===== src/rtl/sync_pkg.sv =====
// Shared definitions for the synchronizer family: debounce counter sizing
// and an elaboration-time parameter legality check.
`timescale 1ns/1ps
`ifndef SYNC_PKG_SV
`define SYNC_PKG_SV

package sync_pkg;

    function automatic int cnt_width(input int cycles);
        if (cycles <= 1) begin
            return 1;
        end else begin
            return $clog2(cycles);
        end
    endfunction

endpackage

// Elaborates an error when cond is false; label names the generate block.
`define SYNC_PARAM_CHECK(label, cond, msg) \
    if (!(cond)) begin : label \
        $error(msg); \
    end

`endif


===== src/rtl/sync_debounce_channel.sv =====
// One input channel: flip-flop synchronizer, debounce filter with runtime
// bypass, and registered rise/fall ticks aligned with the filtered level.
`timescale 1ns/1ps
module sync_debounce_channel
    import sync_pkg::*;
#(
    parameter int   SYNC_STAGES     = 2,
    parameter int   DEBOUNCE_CYCLES = 4,
    parameter logic RESET_VALUE     = 1'b0
) (
    input  logic clk,
    input  logic rst,
    input  logic async_in,
    input  logic debounce_en,
    output logic sync_out,
    output logic rise_edge_tick,
    output logic fall_edge_tick
);

    `SYNC_PARAM_CHECK(g_bad_params, (SYNC_STAGES >= 2) && (DEBOUNCE_CYCLES >= 1),
                      "sync_debounce_channel: need SYNC_STAGES >= 2 and DEBOUNCE_CYCLES >= 1")

    localparam int            CW       = cnt_width(DEBOUNCE_CYCLES);
    localparam logic [CW-1:0] CNT_LAST = CW'(DEBOUNCE_CYCLES - 1);

    logic [SYNC_STAGES-1:0] sync_r;
    logic                   raw_s;
    logic                   filt_r;
    logic [CW-1:0]          cnt_r;
    logic                   next_filt_s;
    logic [CW-1:0]          next_cnt_s;
    logic                   rise_r;
    logic                   fall_r;

    assign raw_s = sync_r[SYNC_STAGES-1];

    // Synchronizer chain; s[0] is the only flop that may go metastable.
    always_ff @(posedge clk) begin
        if (rst) begin
            sync_r <= {SYNC_STAGES{RESET_VALUE}};
        end else begin
            sync_r <= {sync_r[SYNC_STAGES-2:0], async_in};
        end
    end

    // Filter decision: accept raw only after it has disagreed long enough.
    always_comb begin
        next_filt_s = filt_r;
        next_cnt_s  = {CW{1'b0}};
        if (!debounce_en) begin
            next_filt_s = raw_s;
        end else if (raw_s == filt_r) begin
            next_cnt_s = {CW{1'b0}};
        end else if (cnt_r == CNT_LAST) begin
            next_filt_s = raw_s;
        end else begin
            next_cnt_s = cnt_r + CW'(1);
        end
    end

    // Filter state and edge ticks update on the same edge.
    always_ff @(posedge clk) begin
        if (rst) begin
            filt_r <= RESET_VALUE;
            cnt_r  <= {CW{1'b0}};
            rise_r <= 1'b0;
            fall_r <= 1'b0;
        end else begin
            filt_r <= next_filt_s;
            cnt_r  <= next_cnt_s;
            rise_r <= ~filt_r & next_filt_s;
            fall_r <= filt_r & ~next_filt_s;
        end
    end

    assign sync_out       = filt_r;
    assign rise_edge_tick = rise_r;
    assign fall_edge_tick = fall_r;

endmodule


===== src/rtl/sync_debounce_bank.sv =====
// Bank of independent synchronize/debounce channels with a combined
// any-edge indication.
`timescale 1ns/1ps
module sync_debounce_bank
    import sync_pkg::*;
#(
    parameter int                  CHANNELS        = 4,
    parameter int                  SYNC_STAGES     = 2,
    parameter int                  DEBOUNCE_CYCLES = 4,
    parameter logic [CHANNELS-1:0] RESET_VALUE     = {CHANNELS{1'b0}}
) (
    input  logic                clk,
    input  logic                rst,
    input  logic [CHANNELS-1:0] async_in,
    input  logic                debounce_en,
    output logic [CHANNELS-1:0] sync_out,
    output logic [CHANNELS-1:0] rise_edge_tick,
    output logic [CHANNELS-1:0] fall_edge_tick,
    output logic                any_edge_tick
);

    `SYNC_PARAM_CHECK(g_bad_channels, CHANNELS >= 1,
                      "sync_debounce_bank: need CHANNELS >= 1")

    for (genvar i = 0; i < CHANNELS; i++) begin : g_ch
        sync_debounce_channel #(
            .SYNC_STAGES     (SYNC_STAGES),
            .DEBOUNCE_CYCLES (DEBOUNCE_CYCLES),
            .RESET_VALUE     (RESET_VALUE[i])
        ) u_channel (
            .clk            (clk),
            .rst            (rst),
            .async_in       (async_in[i]),
            .debounce_en    (debounce_en),
            .sync_out       (sync_out[i]),
            .rise_edge_tick (rise_edge_tick[i]),
            .fall_edge_tick (fall_edge_tick[i])
        );
    end

    assign any_edge_tick = |{rise_edge_tick, fall_edge_tick};

endmodule


===== config.mk =====
export PLATFORM = sky130hd
export DESIGN_NAME = sync_debounce_bank
export DESIGN_NICKNAME = d
export VERILOG_FILES = /design/src/rtl/sync_pkg.sv /design/src/rtl/sync_debounce_channel.sv /design/src/rtl/sync_debounce_bank.sv
export SDC_FILE = /design/constraint.sdc
export NUM_CORES = 1
export LEC_CHECK = 0
export BUFFER_PORTS_ARGS = -buffer_cell sky130_fd_sc_hd__buf_4
export CORE_MARGIN = 1.5
export CORE_UTILIZATION = 55
export CTS_CLUSTER_SIZE = 24
export DETAILED_ROUTE_END_ITERATION = 8
export MAX_ROUTING_LAYER = met4
export PLACE_DENSITY = 0.8
export SETUP_SLACK_MARGIN = 0.3
export SYNTH_ARGS = -nofsm -noshare
export SYNTH_HDL_FRONTEND = slang
export SYNTH_SLANG_ARGS = --single-unit
export TNS_END_PERCENT = 30

===== constraint.sdc =====
create_clock -name clk -period 2.2 [get_ports clk]
set_input_delay 0.33 -clock clk [delete_from_list [all_inputs] [get_ports clk]]
set_output_delay 0.33 -clock clk [all_outputs]
set_load 0.01 [all_outputs]

==> qor.csv, run 1 <==
metric;value;unit
max-cap-violations;0;
final_antenna_net_count;0;
drtIter0Drc;5;
cts_buffers;3;
synth.top_cell.area_share;51.0;%
antennaDiodeCount;0;
netlist_area;1100;um2
post_cts.repair.setup_buffers;0;
cts_tree;done;
crit_arrival;1.15;ns
max_slew_margin;74.1;%
overflow;0;
vias;680;
skew;0.00214;ns
crit_path_start_kind;register;
grt_pass1_vias;597;
syn-instance-count;95;
final_common_cell;dfxtp_1;
layout-drive-gt1-share;25.5;%
crit_fanout;2;
worstSetupPathType;register to output port;
drt-pass1-iter-count;4;
min_period;1.48;ns
end_kind;output port;
h-tree-depth;1;
worst_pin_slew;0.389;ns
synth_cell_types;17;
portBuffers;19;
synth_fa_ha_area_share;4.55;%
synthTopCellsByArea;dfxtp_1, buf_4, nor2b_1;
grt_max_degree;26;
fp-row-count;15;
cts_sinks;28;
synth-xor-area-share;3.19;%
r2r_setup_slack;0.98;ns
avgRoutedWirePerCell;12.9;um
final_nets;115;
syn_to_final_growth;7.74;%
gp_congestion;0.787;
ctsHoldBuffers;0;
rsz0062_at_grt;false;
die_w;47.7;um
start_util;61.0;%
hold_class;primary input to register;
mostFrequentLayoutCells;dfxtp_1, buf_4, nor2b_1, nor4b_1, nor4_1;
seq_area_frac_synth;51.0;%
clockBufferDepth;2;
max_freq;0.676;GHz
p_leak;0.462;nW
holdWs;0.212;ns
io_pins;20;
n_fill_cell;150;
required;1.87;ns
finalMaxSlewViolations;0;
cts_resized;0;
synth_warnings;0;
synthMuxAreaShare;0;%
grt_usage;16.9;%
run_status;complete, no violations;
synth_top_family_by_area;simple AND/OR/NAND/NOR gates;
p_per_area;661;nW/um2
coreArea;1800;um2
cts_root_buf;clkbuf_4;
period_share;67.2;%
avgSynthCellArea;11.6;um2
antenna_found_initial;0;
setup_viol;0;
cts.clk_slew.worst_paths;0.13;ns
wirelength;1640;um
synth_nets;106;
die_area;2280;um2
synth-simple-area-share;29.4;%
final_util;65.8;%
clk-insertion-delay-late;0.32;ns
synth_compound_area_share;1.82;%
drc;0;
die_h;47.7;um
yosysTopAreaCell;dfxtp_1;
ys_seq_elements;28;
hold_violations;0;
max-vdd-ir-drop;0.567;mV
fin_setup_tns;0;ns
grt_pass1_wl;2460;um
dp_hpwl;1150;um
viasPerCell;5.35;
[power by group]
part	leakage (nW)	total, mW	switching [mW]	internal (mW)
logic	0.221	0.0543	0.0252	0.0291
registers	0.228	0.528	0.00857	0.519
clock network	0.0138	0.201	0.136	0.0642
total	0.462	0.783	0.170	0.613
[cells in the mapped netlist]
library cell and count:
nor2b_1 12, nand2b_1 5, ha_1 4, o21ai_1 1
nor4_1 6, xnor2_1 4, nand4bb_1 1, buf_6 1
or4bb_1 3, nor4b_1 8, clkbuf_2 1, nand2_1 1
o21ai_0 3, nor4b_2 4, buf_2 1, dfxtp_1 28
buf_4 12
[final timing paths]
check,startpoint,endpoint,depth (start not counted)
max,g_ch[2].u_channel.rise_edge_tick,any_edge_tick,3
min,async_in[0],g_ch[0].u_channel.sync_r[0],2
max reg2reg,g_ch[1].u_channel.cnt_r[0],g_ch[1].u_channel.sync_out,3
min reg2reg,g_ch[2].u_channel.cnt_r[0],g_ch[2].u_channel.cnt_r[0],1
[critical path: stages (launching register included)]
cell and delay, ns:
dfxtp_1 0.33, nor4_1 0.27, nand2_1 0.08, buf_4 0.15
[final cells by class]
| cell class | instances | area, um2 | share of cell area (%) |
|---|---|---|---|
| Sequential cell | 28 | 561 | 47.3 |
| Multi-Input combinational cell | 52 | 428 | 36.1 |
| Timing Repair Buffer | 19 | 143 | 12.0 |
| Tap cell | 25 | 31.3 | 2.64 |
| Clock buffer | 3 | 22.5 | 1.90 |
[metal layers]
layer  GRT usage, %  routed length [um]
met2           26.1                 775
met1           18.9                 742
met5              -                   0
met4           11.4                  40
met3           4.53                  77
[logic make-up after synthesis]
family	after synthesis
and+or+nand+nor	40
DFF	28
buffers and inverters	15
AOI/OAI and AO/OA	4
xor gates and xnor gates	4
adders and majority gates	4
[metrics by stage]
stage                     total power [mW]  cells  cell area [um2]  setup slack, ns
after CTS                            0.787    127             1180            0.700
after global routing                 0.815    127             1180            0.610
after global placement               0.591    124             1160             1.02
after detailed placement             0.594    124             1160            0.972
after floorplan                      0.577     95             1100             1.09
final                                0.783    127             1180            0.721
[registers in the layout, summed over array words and instances, names as in the netlist]
signal / count
g_ch.u_channel.cnt_r: 8
g_ch.u_channel.fall_edge_tick: 4
g_ch.u_channel.rise_edge_tick: 4
g_ch.u_channel.sync_out: 4
g_ch.u_channel.sync_r: 8
Power figures use the tool's default switching activity.
==> inputs of run 2 (changes only) <==
- CORE_UTILIZATION: 55 -> 47
- PLACE_DENSITY: 0.8 -> 0.73
- clock period: 2.2 -> 1.3 ns (I/O delays scaled with it)
==> qor.csv, run 2 (synthesis gave the netlist of run 1 again) <==
metric;value;unit;change
io_pins;20;;unchanged
dpl_cell_area;1170;um2;+0.97%
avgRoutedWirePerCell;14.9;um;+15%
drtIter0Drc;3;;-2
die_h;51.4;um;+7.7%
h-tree-depth;1;;unchanged
skew;0.00258;ns;+0.000446 ns
p_sw;0.304;mW;+78%
p_clk_share;24.8;%;-0.8 points
die_area;2640;um2;+16%
viasPerCell;5.27;;-1.6%
dp_hpwl;1140;um;-1.3%
max_slew_margin;62.4;%;-12 points
coreArea;2210;um2;+23%
p_per_area;901;nW/um2;+36%
cts.clk_slew.worst_paths;0.13;ns;about the same
ctsHoldBuffers;0;;unchanged
n_fill_cell;176;;+17%
multiInputGateArea;617;um2;+44%
comb_power_share;9.1;%;+2.2 points
fp-row-count;17;;+2
finalMaxSlewViolations;0;;unchanged
overflow;0;;unchanged
final_antenna_net_count;0;;unchanged
hold_class;primary input to register;;
gp_congestion;0.687;;-13%
antennaDiodeCount;0;;unchanged
swShare;22.6;%;+0.85 points
final_area;1490;um2;+26%
max-cap-violations;0;;unchanged
final_util;67.4;%;+1.7 points
rsz0062_at_grt;true;;
max-vdd-ir-drop;0.535;mV;-5.8%
mostFrequentLayoutCells;buf_6, dfxtp_1, nor4b_2;;
hold_violations;0;;unchanged
grt_pass1_wl;3170;um;+29%
p_int;1.04;mW;+70%
holdWs;0.0781;ns;-0.134 ns
grt_usage;16.6;%;-0.29 points
final_common_cell;buf_6;;
cts_buffers;3;;unchanged
violations;negative setup slack;;
syn_to_final_growth;35.6;%;
dp.cells;127;;+2.4%
clockBufferDepth;2;;unchanged
finalNonFillerCells;133;;+4.7%
fin_setup_tns;-0.0641;ns;-0.0641 ns
end_kind;output port;;
crit_arrival;1.17;ns;+0.02 ns
cts_sinks;28;;unchanged
worstSetupPathType;register to output port;;
worst_pin_slew;0.564;ns;+0.175 ns
antenna_found_initial;0;;unchanged
min_period;1.36;ns;
max_freq;0.733;GHz;
dp_slack;0.173;ns;-0.799 ns
vias;701;;+3.1%
run_status;complete, but fails checks;;
required;1.11;ns;-0.76 ns
start_util;49.7;%;-11 points
drc;0;;unchanged
crit_path_start_kind;register;;
setup_viol;1;;+1
clk-insertion-delay-late;0.31;ns;about the same
period_share;105;%;
drt-pass1-iter-count;4;;unchanged
worst_slack;-0.0641;ns;-0.785 ns
crit_fanout;2;;unchanged
grt_pass1_vias;714;;+20%
p_leak;0.519;nW;+12%
ff_latch_area;599;um2;+6.9%
portBuffers;19;;unchanged
cts_tree;done;;
cts_root_buf;clkbuf_4;;
layout-drive-gt1-share;61.0;%;+35 points
final_nets;118;;+2.6%
seq_power_share;66.1;%;-1.3 points
wirelength;1980;um;+21%
die_w;51.4;um;+7.7%
grt_max_degree;26;;unchanged
reg_top3;g_ch.u_channel.cnt_r x8, g_ch.u_channel.sync_r x8;;
p_total;1.34;mW;+72%
## run 2: power groups by stage
| stage | registers (mW) | clock network, mW | logic, mW |
|---|---|---|---|
| 2_1_floorplan | 0.909 | 0 | 0.0685 |
| 3_3_place_gp | 0.911 | 0 | 0.0900 |
| 3_5_place_dp | 0.913 | 0 | 0.0933 |
| 4_1_cts | 0.893 | 0.351 | 0.110 |
| 5_1_grt | 0.892 | 0.373 | 0.132 |
| 6_report | 0.888 | 0.334 | 0.122 |
## run 2: area by class of cell
cell class	instances	area share, %
Sequential cell	28	40.2
Timing Repair Buffer	22	14.6
Multi-Input combinational cell	52	41.4
Clock buffer	3	1.51
Tap cell	28	2.35
## run 2: repair_timing
action	in CTS	in global routing
buffers inserted	2	1
endpoints found under the setup margin	15	29
pin swaps	5	8
gates resized for setup	50	18
## run 2: worst paths after layout
kind / cells past startpoint / slack, ns / from / endpoint
worst max-delay path: 3 / -0.06 / g_ch[3].u_channel.fall_edge_tick / any_edge_tick
worst max register to register: 3 / 0.15 / g_ch[2].u_channel.cnt_r[0] / g_ch[2].u_channel.sync_out
worst min-delay path: 2 / 0.08 / async_in[3] / g_ch[3].u_channel.sync_r[0]
worst min register to register: 1 / 0.44 / g_ch[1].u_channel.cnt_r[0] / g_ch[1].u_channel.cnt_r[0]
## run 2: per-layer routing
layer	up-vias	wire length [um]	global-route usage, %
li1	350	-	-
met1	335	855	19.1
met2	14	1060	28.2
met3	2	51	2.63
met4	0	12	7.89
met5	-	0	-
## run 2: critical path, cell delays in order, from the launching register on
cell and delay, ns:
dfxtp_2 0.36, nor4_4 0.26, nand2_1 0.10, buf_6 0.13
